==> src/rtl/msrv32_mdu_pkg.sv <==
// Shared constants and types for the RV32M iterative multiply/divide unit.
package msrv32_mdu_pkg;

    localparam logic [2:0] F3_MUL    = 3'b000;
    localparam logic [2:0] F3_MULH   = 3'b001;
    localparam logic [2:0] F3_MULHSU = 3'b010;
    localparam logic [2:0] F3_MULHU  = 3'b011;
    localparam logic [2:0] F3_DIV    = 3'b100;
    localparam logic [2:0] F3_DIVU   = 3'b101;
    localparam logic [2:0] F3_REM    = 3'b110;
    localparam logic [2:0] F3_REMU   = 3'b111;

    typedef enum logic [1:0] {
        ST_IDLE = 2'd0,
        ST_BUSY = 2'd1,
        ST_DONE = 2'd2
    } mdu_state_e;

    // Counter must be able to hold the value WIDTH itself.
    function automatic int mdu_cnt_w(input int width);
        return $clog2(width + 1);
    endfunction

endpackage

==> src/rtl/msrv32_mdu_sign_fix.sv <==
// Two-lane conditional two's-complement negation: operand magnitudes on the
// input side, product/quotient and remainder sign restoration on the output side.
module msrv32_mdu_sign_fix #(
    parameter int A_W = 32,
    parameter int B_W = 32
) (
    input  logic [A_W-1:0] a_in,
    input  logic           a_neg,
    input  logic [B_W-1:0] b_in,
    input  logic           b_neg,
    output logic [A_W-1:0] a_out,
    output logic [B_W-1:0] b_out
);

    assign a_out = a_neg ? (~a_in + 1'b1) : a_in;
    assign b_out = b_neg ? (~b_in + 1'b1) : b_in;

endmodule

==> src/rtl/msrv32_mdu.sv <==
// RV32M multiply/divide unit: shift-add multiplier and restoring divider, one bit
// per cycle. Define MSRV32_MDU_DIV_EN to build the divider; otherwise divides are illegal.
module msrv32_mdu
    import msrv32_mdu_pkg::*;
#(
    parameter int WIDTH = 32
) (
    input  logic             ms_riscv32_mp_clk_in,
    input  logic             ms_riscv32_mp_rst_in,
    input  logic             start_in,
    input  logic [2:0]       funct3_in,
    input  logic [WIDTH-1:0] op_1_in,
    input  logic [WIDTH-1:0] op_2_in,
    input  logic             flush_in,
    output logic             ready_out,
    output logic             valid_out,
    output logic [WIDTH-1:0] result_out,
    output logic             illegal_out
);

    localparam int CNT_W = mdu_cnt_w(WIDTH);
    localparam logic [WIDTH-1:0] ALL_ONES = '1;
    localparam logic [WIDTH-1:0] MIN_NEG  = {1'b1, {(WIDTH-1){1'b0}}};

    mdu_state_e state, state_nxt;
    logic [CNT_W-1:0] cnt;
    logic             accept, iterate, finish;

    logic [2:0]       f3_q;
    logic             sign1_q, sign2_q, fast_q, illegal_q;
    logic [WIDTH-1:0] opnd_q, acc_hi, acc_lo;

    logic signed [WIDTH-1:0] op_1_s, op_2_s;
    logic             op1_signed, op2_signed, sign1, sign2;
    logic [WIDTH-1:0] mag1, mag2;
    logic             fast_in, illegal_in;
    logic [WIDTH-1:0] fast_res;

    logic [WIDTH-1:0]   mul_addend;
    logic [WIDTH:0]     mul_sum;
    logic [2*WIDTH-1:0] step_nxt;
    logic [2*WIDTH-1:0] fix_a_in, fix_a_out;
    logic [WIDTH-1:0]   fix_b_out, result_sel;

    assign ready_out = (state == ST_IDLE) || (state == ST_DONE);
    assign accept    = start_in && ready_out && !flush_in;

    always_comb begin
        op1_signed = 1'b0;
        op2_signed = 1'b0;
        case (funct3_in)
            F3_MULH, F3_DIV, F3_REM: begin
                op1_signed = 1'b1;
                op2_signed = 1'b1;
            end
            F3_MULHSU: op1_signed = 1'b1;
            default: ;
        endcase
    end

    assign op_1_s = op_1_in;
    assign op_2_s = op_2_in;
    assign sign1  = op1_signed && (op_1_s < 0);
    assign sign2  = op2_signed && (op_2_s < 0);

    msrv32_mdu_sign_fix #(.A_W(WIDTH), .B_W(WIDTH)) u_in_fix (
        .a_in  (op_1_in),
        .a_neg (sign1),
        .b_in  (op_2_in),
        .b_neg (sign2),
        .a_out (mag1),
        .b_out (mag2)
    );

    always_comb begin
        fast_in    = 1'b0;
        illegal_in = 1'b0;
        fast_res   = '0;
`ifdef MSRV32_MDU_DIV_EN
        if (funct3_in[2]) begin
            if (op_2_in == '0) begin
                fast_in  = 1'b1;
                fast_res = funct3_in[1] ? op_1_in : ALL_ONES;
            end else if (!funct3_in[0] && (op_1_in == MIN_NEG) && (op_2_in == ALL_ONES)) begin
                fast_in  = 1'b1;
                fast_res = funct3_in[1] ? '0 : op_1_in;
            end
        end
`else
        if (funct3_in[2]) begin
            fast_in    = 1'b1;
            illegal_in = 1'b1;
        end
`endif
    end

    // Fast-path ops preload the counter to WIDTH so they spend one BUSY cycle
    // and leave through the same registered output edge as iterative ops.
    always_comb begin
        state_nxt = state;
        iterate   = 1'b0;
        finish    = 1'b0;
        case (state)
            ST_IDLE, ST_DONE: state_nxt = accept ? ST_BUSY : ST_IDLE;
            ST_BUSY: begin
                if (cnt == CNT_W'(WIDTH)) begin
                    finish    = 1'b1;
                    state_nxt = ST_DONE;
                end else begin
                    iterate = 1'b1;
                end
            end
            default: state_nxt = ST_IDLE;
        endcase
        if (flush_in) begin
            state_nxt = ST_IDLE;
            iterate   = 1'b0;
            finish    = 1'b0;
        end
    end

    always_ff @(posedge ms_riscv32_mp_clk_in) begin
        if (ms_riscv32_mp_rst_in) begin
            state       <= ST_IDLE;
            cnt         <= '0;
            valid_out   <= 1'b0;
            illegal_out <= 1'b0;
            result_out  <= '0;
        end else begin
            state       <= state_nxt;
            valid_out   <= finish;
            illegal_out <= finish && illegal_q;
            if (accept) begin
                cnt <= fast_in ? CNT_W'(WIDTH) : '0;
            end else if (iterate) begin
                cnt <= cnt + 1'b1;
            end
            if (finish) begin
                result_out <= result_sel;
            end
        end
    end

    // acc_lo holds the multiplier (shifted out) or the dividend/quotient;
    // acc_hi accumulates the product high half or the partial remainder.
    always_ff @(posedge ms_riscv32_mp_clk_in) begin
        if (accept) begin
            f3_q      <= funct3_in;
            sign1_q   <= sign1;
            sign2_q   <= sign2;
            fast_q    <= fast_in;
            illegal_q <= illegal_in;
            acc_hi    <= '0;
            if (fast_in) begin
                acc_lo <= fast_res;
            end else if (funct3_in[2]) begin
                acc_lo <= mag1;
                opnd_q <= mag2;
            end else begin
                acc_lo <= mag2;
                opnd_q <= mag1;
            end
        end else if (iterate) begin
            {acc_hi, acc_lo} <= step_nxt;
        end
    end

    assign mul_addend = acc_lo[0] ? opnd_q : '0;
    assign mul_sum    = {1'b0, acc_hi} + {1'b0, mul_addend};

`ifdef MSRV32_MDU_DIV_EN
    logic [WIDTH:0] div_shift, div_diff;

    assign div_shift = {acc_hi, acc_lo[WIDTH-1]};
    assign div_diff  = div_shift - {1'b0, opnd_q};

    // div_diff[WIDTH] is the borrow: set when the divisor does not fit.
    always_comb begin
        if (f3_q[2]) begin
            step_nxt = div_diff[WIDTH] ? {div_shift[WIDTH-1:0], acc_lo[WIDTH-2:0], 1'b0}
                                       : {div_diff[WIDTH-1:0],  acc_lo[WIDTH-2:0], 1'b1};
        end else begin
            step_nxt = {mul_sum, acc_lo[WIDTH-1:1]};
        end
    end
`else
    assign step_nxt = {mul_sum, acc_lo[WIDTH-1:1]};
`endif

    assign fix_a_in = f3_q[2] ? {{WIDTH{1'b0}}, acc_lo} : {acc_hi, acc_lo};

    msrv32_mdu_sign_fix #(.A_W(2*WIDTH), .B_W(WIDTH)) u_out_fix (
        .a_in  (fix_a_in),
        .a_neg (sign1_q ^ sign2_q),
        .b_in  (acc_hi),
        .b_neg (sign1_q),
        .a_out (fix_a_out),
        .b_out (fix_b_out)
    );

    always_comb begin
        result_sel = fix_a_out[2*WIDTH-1:WIDTH];
        if (fast_q) begin
            result_sel = acc_lo;
        end else begin
            case (f3_q)
                F3_MUL, F3_DIV, F3_DIVU: result_sel = fix_a_out[WIDTH-1:0];
                F3_REM, F3_REMU:         result_sel = fix_b_out;
                default:                 result_sel = fix_a_out[2*WIDTH-1:WIDTH];
            endcase
        end
    end

endmodule

==> config.mk <==
export PLATFORM = sky130hd
export DESIGN_NAME = msrv32_mdu
export DESIGN_NICKNAME = d
export VERILOG_FILES = /design/src/rtl/msrv32_mdu_pkg.sv /design/src/rtl/msrv32_mdu_sign_fix.sv /design/src/rtl/msrv32_mdu.sv
export SDC_FILE = /design/constraint.sdc
export NUM_CORES = 1
export LEC_CHECK = 0
export CORE_MARGIN = 8
export CORE_UTILIZATION = 44
export DETAILED_ROUTE_END_ITERATION = 7
export GPL_TIMING_DRIVEN = 0
export PLACE_DENSITY = 0.71
export SLEW_MARGIN = 20
export SYNTH_ARGS = -nofsm -noshare
export SYNTH_HDL_FRONTEND = slang
export SYNTH_SLANG_ARGS = --single-unit
==> constraint.sdc <==
create_clock -name ms_riscv32_mp_clk_in -period 3.9 [get_ports ms_riscv32_mp_clk_in]
set_clock_uncertainty 0.05 [all_clocks]
set_input_delay 0.39 -clock ms_riscv32_mp_clk_in [delete_from_list [all_inputs] [get_ports ms_riscv32_mp_clk_in]]
set_output_delay 0.39 -clock ms_riscv32_mp_clk_in [all_outputs]
set_load 0.02 [all_outputs]
* Word level (Yosys, flattened, before mapping)
Cells that the tools add are included.
W data, S select, Z words.
** Word-level totals
- Bits in registers :: 144
- Bits of input ports :: 71
- Output and inout port bits :: 35
- Word-level logic and storage cells :: 83
** Operators by class
- Add/sub/neg operators :: 6
- $lt $le $gt $ge :: 2
- Equal/unequal tests :: 12
- Muxes and demuxes :: 28
- Bitwise logic cells :: 6
- Reductions and logical operators :: 17
** Operators by type and width (number)
- $mux W32 :: 10
- $mux W64 :: 2
- $add A32 B1 Y32 const B :: 3
- $not A32 Y32 :: 3
- $add A64 B1 Y64 const B :: 1
- $lt A32 B1 Y1 const B :: 2
- $not A64 Y64 :: 1
- $pmux W32 S2 :: 1
- $add A32 B32 Y33 :: 1
- $eq A3 B3 Y1 const B :: 6
- $mux W6 :: 3
- $mux W1 :: 10
- $add A6 B1 Y6 const B :: 1
- $eq A6 B6 Y1 const B :: 1
- $reduce_or A2 Y1 :: 3
- $reduce_or A3 Y1 :: 2
- $logic_and A1 B1 Y1 :: 5
- $pmux W2 S2 :: 1
- $reduce_or A4 Y1 :: 1
- $eq A3 B1 Y1 const B :: 1
- $eq A3 B2 Y1 const B :: 1
- $logic_not A3 Y1 :: 1
- $eq A2 B1 Y1 const B :: 1
- $eq A2 B2 Y1 const B :: 1
- 9 further kinds :: 9

* Logic depth before layout (Yosys ltp)
Gate-level depths: netlist of the first run.
- Depth after elaboration :: 8
- Gate-level depth with buffers :: 14
- Depth with buffers taken out :: 12

* Hierarchy
Synthesis of the first run repeated with hierarchy kept, for this count alone.
** Second synthesis, totals
- Cell total of the unflattened synthesis :: 1473
- Area total of the unflattened synthesis :: 12017.8 um2
** Modules (own cells, without submodules)
- msrv32_mdu :: instances 1, cells an instance 985, area an instance 8419.3 um2, sequential area each 3553.4 um2
- msrv32_mdu_sign_fix at u_out_fix :: instances 1, cells an instance 299, area an instance 2145.8 um2, sequential area each 0.0 um2
- msrv32_mdu_sign_fix at u_in_fix :: instances 1, cells an instance 189, area an instance 1452.6 um2, sequential area each 0.0 um2

* Least setup slack after synthesis of the first run
No wires, ideal clock.
- Path kind :: reg2reg
- Start :: register acc_lo[0]
- End :: register acc_hi[27]
- Library setup time :: 131 ps
- Data arrival time :: 3210 ps
- Setup slack :: 509 ps
- Cell stages (with the launch flop) :: 15
- Path through :: edfxtp_1 -> clkbuf_1 -> clkbuf_1 -> and2_1 -> ha_1 -> fa_1 -> a211oi_1 -> o21bai_1 -> a21oi_1 -> o21ai_0 -> a21o_1 -> a2111oi_0 -> nor2_1 -> xnor2_1 -> o21ai_0
** Between the ends
- Longest elaborated chain between the ends :: 2
** Ends and longest elaborated chain
- start, declared :: line msrv32_mdu.sv:31 : logic [WIDTH-1:0] opnd_q, acc_hi, acc_lo;
- start signal, assigned :: line msrv32_mdu.sv:155 : acc_lo <= fast_res;
- start signal, assigned :: line msrv32_mdu.sv:157 : acc_lo <= mag1;
- start signal, assigned :: line msrv32_mdu.sv:160 : acc_lo <= mag2;
- $mux W32 :: line msrv32_mdu.sv:168 : assign mul_addend = acc_lo[0] ? opnd_q : '0;
- $add A32 B32 Y33 :: line msrv32_mdu.sv:169 : assign mul_sum = {1'b0, acc_hi} + {1'b0, mul_addend};
- end signal, assigned :: line msrv32_mdu.sv:164 : {acc_hi, acc_lo} <= step_nxt;
- end, declared :: line msrv32_mdu.sv:31
No other way between the ends.
A chain may end at the register's enable or synchronous reset.

* Final worst setup path of the first run
- Start :: register acc_lo[31]
- End :: register result_out[3]
** Between the ends
- Longest elaborated chain between the ends :: 6
** Ends and longest elaborated chain
- $mux W64 :: line msrv32_mdu.sv:190 : assign fix_a_in = f3_q[2] ? {{WIDTH{1'b0}}, acc_lo} : {acc_hi, acc_lo};
- $not A64 Y64 :: line msrv32_mdu_sign_fix.sv:15 : assign a_out = a_neg ? (~a_in + 1'b1) : a_in;
- $add A64 B1 Y64 :: line msrv32_mdu_sign_fix.sv:15
- $mux W64 :: line msrv32_mdu_sign_fix.sv:15
- $pmux W32 S2 :: line msrv32_mdu.sv:206 : case (f3_q)
- $mux W32 :: line msrv32_mdu.sv:203 : if (fast_q) begin
- end signal, assigned :: line msrv32_mdu.sv:139 : result_out <= result_sel;
- end, declared :: line msrv32_mdu.sv:17 : output logic [WIDTH-1:0] result_out,
No other way between the ends.

==> results.toml, run 1 <==
[timing]
fmax_mhz = 257
grt_setup_unrepaired = "false"
setup_viol = 0
fin_crit_sh = 0.997
slew_viol_final = 0
tightest_slew_ps = 968
timing.slew.headroom = 0.349
fin_crit_ps = 3890
hold_viol = 0
timing.hold.ws_ps = 372

[critical_path]
path_cells = "nor4_1, nand4_1, nor3_1, o21ai_1, nand2_1, xor2_1, a211oi_1, a211oi_1, nor3_1"
cp_slowest_stage_delay_ps = 690
required_ps = 4140
cp.arrival_ps = 4130
cp_slowest_cell = "nor4_1"
crit_family = "simple AND/OR/NAND/NOR gates"
crit_type = "reg -> reg"
cp_max_fo = 7
start_kind = "flop"
cp-end-kind = "flop"
path_buf_inv = 0

[flow_run]
drv_cap = 0

[min_path]
hp-class = "in -> reg"

[die]
row_count = 56
core_area_um2 = 23500
die_w_um = 171
die_y_um = 171
ios = 106
start_util = 0.448
die_area_um2 = 29100

[detailed_routing]
drtIter0Drc = 1209
drc = 0
wire_per_inst_um = 21.2
dr_total_vias = 10600
ant_nets = 0
via_per_inst = 5.92
drtPass1Iterations = 5
routed_wl_mm = 37.9

[clock_network]
cts_buffers = 17
cts_sinks = 143
tritoncts = "built"
clkTransAtPathRegs_ps = 60
clock_path_buffers = 2
h-tree-depth = 4
cts_root_buf = "clkbuf_16"
insertion_delay_ps = 430

[placement]
gp_congestion = 0.992
portBuffers = 104
dp_hpwl_mm = 29.9
placed_area_um2 = 12000

[pwr]
ir_worst_vdd_v = 0.000210
p_leak_nw = 4.62
power_density_nw_per_um2 = 357
finalPower_w = 0.00450

[cells_and_area]
area_growth_pct = 19.8
antenna_cells = 0
final_util = 0.537
layout-drive-gt1-share = 0.0450
nets = 1563
final_area_um2 = 12600

[logic_synthesis]
synth_flop_cell = "dfxtp_1"
synth-warning-count = 0
syn_nets = 1439
yosys-top-cells-count = "146 x nand2_1, 141 x nor2_1, 140 x a21oi_1"
synth_seq_area_share = 0.338
synth_seq_cells = 143
synthDistinctLibCells = 74
avgSynthCellArea_um2 = 7.91
syn-instance-count = 1330
synth_largest_area_cell = "edfxtp_1"
synth_edf_count = 69
yosysMostFrequentCell = "nand2_1"
synth_top_area_frac = 0.197
syn_area_um2 = 10500
async_flop_share = 0
synthTopCellsByArea = "edfxtp_1 20%, dfxtp_1 14%, a21oi_1 6.7%, xnor2_1 5.7%, o21ai_0 5.3%"

[grt]
grt_pass1_vias = 9964
grt_max_degree = 37
antenna_found_initial = 0
grt_pass1_wl_mm = 57.6
grt_overflow_total = 0
track_usage = 0.259

[outcome]
status = "completed"
==> routing by layer <==
layer  vias up  share of wire  track usage
met2       523           0.45        0.413
li1       5071              -            -
met1      4923           0.43        0.342
met3        63          0.085       0.0489
met5         -              0            0
met4         0          0.030       0.0984
==> metrics by stage <==
stage	setup WS [ps]	instances	TNS [ps]
floorplan	509	1330	0
global placement	-146	1753	-385
detailed placement	-119	1753	-369
CTS	51.0	1785	0
global route	18.1	1786	0
finish	11.3	1786	0
==> final timing paths <==
check / startpoint / endpoint / slack [ps] / cells past startpoint
max: acc_lo[31] / result_out[3] / 10 / 9
min: ms_riscv32_mp_rst_in / result_out[3] / 370 / 2
max reg2reg: acc_lo[31] / result_out[3] / 10 / 9
min reg2reg: result_out[25] / result_out[25] / 380 / 2
==> kinds of logic (layout without fill, tap and decap cells) <==
group,count (synthesis),count (layout),share of synthesized area
adders and majority gates,38,38,0.0459
muxes,5,5,0.00476
AOI/OAI and AO/OA,416,416,0.240
DFF,143,143,0.338
xor gates and xnor gates,123,123,0.102
and+or+nand+nor,494,494,0.229
buffers and inverters,111,248,0.0396
==> state kept, by name (all words and copies together) (netlist names) <==
register / cells
opnd_q: 32
result_out: 32
illegal_out: 1
acc_lo: 32
cnt: 6
sign2_q: 1
sign1_q: 1
f3_q: 3
valid_out: 1
acc_hi: 32
state: 2
==> worst reg2reg max path, cell delays in order (launching register included) <==
cell and delay [ps]:
edfxtp_1 570, nor4_1 690, nand4_1 460, nor3_1 610, o21ai_1 300, nand2_1 150, xor2_1 220, a211oi_1 110
a211oi_1 520, nor3_1 80
==> power breakdown <==
group          total, W  switching (W)  internal (W)
registers       0.00178       0.000110       0.00167
logic           0.00106       0.000655      0.000402
clock network   0.00166       0.000751      0.000912
==> layout make-up <==
type / count / area [µm²]
Timing Repair Buffer: 106 / 1060
Fill cell: 2252 / 10900
Clock buffer: 17 / 425
Inverter: 36 / 135
Tap cell: 319 / 399
Buffer: 74 / 278
Sequential cell: 143 / 3550
Clock inverter: 15 / 160
Multi-Input combinational cell: 1076 / 6600
==> layout by cell type (no fill, tap or decap), types with 8 or more instances in the layout <==
| cell | n |
|---|---|
| o22ai_1 | 9 |
| inv_1 | 34 |
| and2_1 | 38 |
| ha_1 | 37 |
| nor4_1 | 21 |
| a21oi_1 | 139 |
| nand3_1 | 19 |
| or4_1 | 10 |
| a31oi_1 | 25 |
| nor3_1 | 50 |
| nand4_1 | 8 |
| nor2_1 | 141 |
| clkbuf_16 | 17 |
| o21ai_0 | 111 |
| nand2_1 | 146 |
| a21o_1 | 18 |
| clkbuf_1 | 68 |
| xnor2_1 | 69 |
| xor2_1 | 54 |
| clkdlybuf4s50_1 | 104 |
| dfxtp_1 | 74 |
| edfxtp_1 | 69 |
| inv_6 | 9 |
| o31ai_1 | 22 |
| a211oi_1 | 15 |
| nand2b_1 | 11 |
==> what timing repair did <==
action	in CTS	in global routing
buffers inserted	0	2
hold buffers	0	0
gates resized for setup	3	8
setup endpoints to repair	6	20
pin swaps	0	0
Power figures use the tool's default switching activity.
==> inputs of run 2 (changes only) <==
--- a/config.mk
+++ b/config.mk
@@ -5,7 +5,9 @@
 export SDC_FILE = /design/constraint.sdc
 export NUM_CORES = 1
 export LEC_CHECK = 0
-export CORE_MARGIN = 8
+export ABC_AREA = 0
+export CAP_MARGIN = 20
+export CORE_MARGIN = 2
 export CORE_UTILIZATION = 44
 export DETAILED_ROUTE_END_ITERATION = 7
 export GPL_TIMING_DRIVEN = 0
==> run 2 against run 1 <==
Net effect: wire length shrank 2.2%; register-to-register slack gained 80 ps; clock power is essentially flat; maximum frequency grew 2.2%; utilization shrank 0.075 points; highest routed layer unchanged; critical path type unchanged; die area shrank 14%; flip-flop and latch count is the same; final area shrank 0.14%; global-route usage grew 3.6 points; critical endpoint is now result_out[18].
==> results.toml, run 2 (synthesized netlist as in run 1, its figures left out) <==
[timing]
fin_crit_ps = 3800
setup_viol = 0
fin_tns_setup_ps = 0
tightest_slew_ps = 987
hold_viol = 0
fmax_mhz = 263
timing.hold.ws_ps = 359
slew_viol_final = 0
timing.slew.headroom = 0.336
fin_crit_sh = 0.976

[clock_network]
clock_path_buffers = 2
tritoncts = "built"
cts_root_buf = "clkbuf_16"
insertion_delay_ps = 440
cts_hold_buf = 0
cts_sinks = 143
h-tree-depth = 4
cts_buffers = 17
clkTransAtPathRegs_ps = 70

[critical_path]
start_kind = "flop"
cp_max_fo = 10
r2r_slack_ps = 100
cp-end-kind = "flop"
required_ps = 4200
crit_type = "reg -> reg"
cp.arrival_ps = 4110

[cells_and_area]
multi_input_area_um2 = 6610
nets = 1562
layout-drive-gt1-share = 0.0443
final_common_cell = "nand2_1"
area_growth_pct = 19.6
regArea_um2 = 3550
nFillCells = 2205
antenna_cells = 0
final_cell_mix = "146 x nand2_1, 141 x nor2_1, 138 x a21oi_1"
final_area_um2 = 12600

[detailed_routing]
drc = 0
dr_total_vias = 10700
drtPass1Iterations = 6
ant_nets = 0
wire_per_inst_um = 20.8
drtIter0Drc = 1335
via_per_inst = 5.97
routed_wl_mm = 37.1

[die]
row_count = 56
die_w_um = 159
ios = 106
core_area_um2 = 23500
die_area_um2 = 25200
start_util = 0.448
die_y_um = 159

[placement]
dp_hpwl_mm = 28.8
gp_congestion = 1.00
portBuffers = 104
placed_area_um2 = 12000

[grt]
grt_pass1_vias = 9698
grt_max_degree = 37
grt_overflow_total = 0
track_usage = 0.295
grt_pass1_wl_mm = 55.4
antenna_found_initial = 0

[pwr]
p_leak_nw = 4.61
ir_worst_vdd_v = 0.000287
power_density_nw_per_um2 = 355

[flow_run]
drv_cap = 0

[min_path]
hp-class = "in -> reg"

[outcome]
status = "completed"
[run 2: cell type report]
class / instances / share of cell area
buffer: 75 / 0.0225
clock buffer: 18 / 0.0341
clock inverter: 14 / 0.0109
inverter: 36 / 0.0107
multi-input combinational: 1076 / 0.525
sequential: 143 / 0.282
tap: 319 / 0.0317
timing repair buffer: 104 / 0.0827
[run 2: routing by layer]
metal,share of wire,global-route usage,vias to the layer above
li1,-,-,5078
met2,0.43,0.463,629
met1,0.42,0.396,4850
met3,0.092,0.0457,101
met5,0,0,-
met4,0.050,0.144,0
[run 2: worst paths after layout]
path / startpoint / to / cells past startpoint
setup reg to reg: acc_lo[0] / result_out[18] / 13
hold / removal: ms_riscv32_mp_rst_in / result_out[11] / 2
hold reg to reg: result_out[14] / result_out[14] / 2
setup / recovery: acc_lo[0] / result_out[18] / 13
[run 2: worst max-delay path, cell delays in order, from the launching register on]
cell and delay, ps:
edfxtp_1 360, clkbuf_1 230, clkbuf_2 220, inv_1 80
ha_1 210, or4b_1 580, nor3_4 350, nand4_1 300
nor3b_4 360, a21oi_1 240, nor2_1 210, xnor2_1 200
a31oi_1 140, nor3_1 190
[run 2: timing repair]
item / in CTS / in global routing
endpoints found under the hold margin: 0 / 0
endpoints found under the setup margin: 9 / 20
cloned: 0 / 0
pin swaps: 0 / 1
setup buffers: 0 / 0
gates resized for setup: 5 / 11
[run 2: metrics by stage]
step | utilization | setup slack [ps] | std cells | total power [W]
final | 0.536 | 95.4 | 1785 | 0.00447
after CTS | 0.534 | 49.0 | 1785 | 0.00442
after global placement | 0.510 | -97.2 | 1753 | 0.00282
after detailed placement | 0.510 | -86.4 | 1753 | 0.00282
after global routing | 0.536 | -6.63 | 1785 | 0.00461
after floorplan | - | 509 | 1330 | 0.00244
[run 2: power breakdown]
part / leakage [nW] / total, W / switching (W) / internal, W
logic: 3.09 / 0.00106 / 0.000656 / 0.000401
registers: 1.24 / 0.00178 / 0.000112 / 0.00167
clock network: 0.276 / 0.00164 / 0.000783 / 0.000854
==> inputs of run 3 (changes only) <==
--- a/config.mk
+++ b/config.mk
@@ -6,8 +6,7 @@
 export NUM_CORES = 1
 export LEC_CHECK = 0
 export ABC_AREA = 0
-export CAP_MARGIN = 20
-export CORE_MARGIN = 2
+export CORE_MARGIN = 5
 export CORE_UTILIZATION = 44
 export DETAILED_ROUTE_END_ITERATION = 7
 export GPL_TIMING_DRIVEN = 0
==> run 3 against run 2 <==
Net effect: global-route usage fell by 1.6 points; register-to-register slack about the same; final area rose by 0.21%; sequential power is essentially flat; highest routed layer unchanged; flip-flop and latch count unchanged; critical endpoint is now result_out[12]; largest cell class unchanged; maximum frequency grew 0.23%; critical path type unchanged.
==> results.toml, run 3 (synthesized netlist as in run 1, its figures left out) <==
[die]
ios = 106
die_area_um2 = 27100
start_util = 0.447
row_count = 56
die_w_um = 165
core_area_um2 = 23500
die_y_um = 165

[critical_path]
r2r_slack_ps = 100
cp-end-kind = "flop"
cp.arrival_ps = 4050
path_cells = "clkbuf_1, inv_1, ha_1, or4b_1, nor3_4, nand4_1, nor3b_2, a21oi_1, xnor2_1, a211oi_1, a211oi_1, nor3_1"
r2r_cells = 12
crit_family = "simple AND/OR/NAND/NOR gates"
regToRegStartpoint = "acc_lo[0]"
path_buf_inv = 2
cp_slowest_cell = "or4b_1"
crit_start = "acc_lo[0]"
cp_slowest_stage_delay_ps = 580
crit_type = "reg -> reg"
cp_max_fo = 10
required_ps = 4160
r2r-end = "result_out[12]"
crit_top_cell = "a211oi_1"
start_kind = "flop"

[timing]
fin_crit_sh = 0.973
setup_viol = 0
fin_crit_ps = 3800
tightest_slew_ps = 919
hold_viol = 0
slew_viol_final = 0
fmax_mhz = 263
timing.slew.headroom = 0.382

[detailed_routing]
wl_met1_mm = 16.7
wl_met3_mm = 2.83
dr_total_vias = 10700
drtIter0Drc = 1107
wl_met2_mm = 16.7
drc = 0
via_per_inst = 5.98
routed_wl_mm = 38.0
wire_per_inst_um = 21.3
highest_layer = "met4"
drtPass1Iterations = 6
ant_nets = 0

[pwr]
power_density_nw_per_um2 = 354
ir_worst_vdd_v = 0.000209
p_leak_nw = 4.63

[grt]
grt_max_degree = 37
grt_overflow_total = 0
grt_pass1_vias = 10000
track_usage = 0.279
grt_pass1_wl_mm = 57.6
antenna_found_initial = 0

[cells_and_area]
area_growth_pct = 19.9
final_cell_mix = "146 x nand2_1, 141 x nor2_1, 140 x a21oi_1"
nFillCells = 2279
nets = 1564
antenna_cells = 0
layout-drive-gt1-share = 0.0456
final_common_cell = "nand2_1"
final_area_um2 = 12600
final_util = 0.536

[min_path]
holdPathEnd = "result_out[11]"
hold_path_depth = 2
hp-class = "in -> reg"
hold_start = "ms_riscv32_mp_rst_in"

[clock_network]
insertion_delay_ps = 440
h-tree-depth = 4
cts_root_buf = "clkbuf_16"
clock_path_buffers = 2
cts_sinks = 143
clkTransAtPathRegs_ps = 70
cts_buffers = 17
tritoncts = "built"

[placement]
gp_congestion = 1.02
placed_area_um2 = 12000
dp_hpwl_mm = 29.8
portBuffers = 104

[outcome]
status = "completed"

[flow_run]
drv_cap = 0
==> run 3: changes by cell type in the layout (fill, tap and decap cells not counted), moves of 2 or more <==
cell | before | now
clkinvlp_4 | 2 | 0
a21oi_2 | 2 | 0
clkinv_4 | 1 | 5
clkinv_8 | 0 | 2
buf_4 | 0 | 3
clkbuf_1 | 69 | 67
a21oi_1 | 138 | 140
inv_8 | 7 | 4
==> run 3: worst reg2reg max path, cell delays in order, from the launching register on <==
cell      delay [ps]
edfxtp_1         500
clkbuf_1         220
inv_1            100
ha_1             230
or4b_1           580
nor3_4           330
nand4_1          270
nor3b_2          420
a21oi_1          130
xnor2_1          220
a211oi_1         100
a211oi_1         430
nor3_1           100
==> run 3: through the flow <==
stage	setup WS [ps]	total power, W	TNS [ps]	cells	hold slack [ps]
final	104	0.00447	0	1787	351
after global routing	-4.88	0.00463	-8.52	1787	387
after CTS	37.1	0.00444	0	1785	353
after detailed placement	-114	0.00284	-464	1753	380
after global placement	-107	0.00283	-280	1753	379
after floorplan	509	0.00244	0	1330	430
==> run 3: power by group <==
part	switching [W]	internal [W]
clock	0.000755	0.000869
combinational	0.000662	0.000403
sequential	0.000112	0.00167
==> run 3: final cells by class <==
type                    count  area (µm²)  share of cell area
multi-input cells        1076        6600               0.523
well taps                 319         399              0.0316
plain buffers              74         279              0.0221
flip-flops and latches    143        3550               0.282
repair buffers            107        1060              0.0843
inverters                  36         135              0.0107
clock inverters            14         148              0.0117
clock buffers              18         439              0.0348
==> run 3: metal layers <==
layer | vias to the layer above | GRT usage
met5 | - | 0
met4 | 0 | 0.130
met3 | 88 | 0.0344
met2 | 515 | 0.435
met1 | 5000 | 0.386
li1 | 5082 | -
==> run 3: worst max path at each step <==
stage          slack, ps             end  cells past startpoint
3_5_place_dp        -110      acc_hi[27]                     14
5_1_grt               -5      acc_hi[30]                     13
2_1_floorplan        510      acc_hi[27]                     14
4_1_cts               40  result_out[12]                     13
6_report             100  result_out[12]                     12
3_3_place_gp        -110      acc_hi[27]                     14
==> run 3: repair_timing <==
action                     4_1_cts  5_1_grt
hold buffers                     0        0
resized for setup                3       11
setup endpoints to repair        7       23
buffers inserted                 0        3
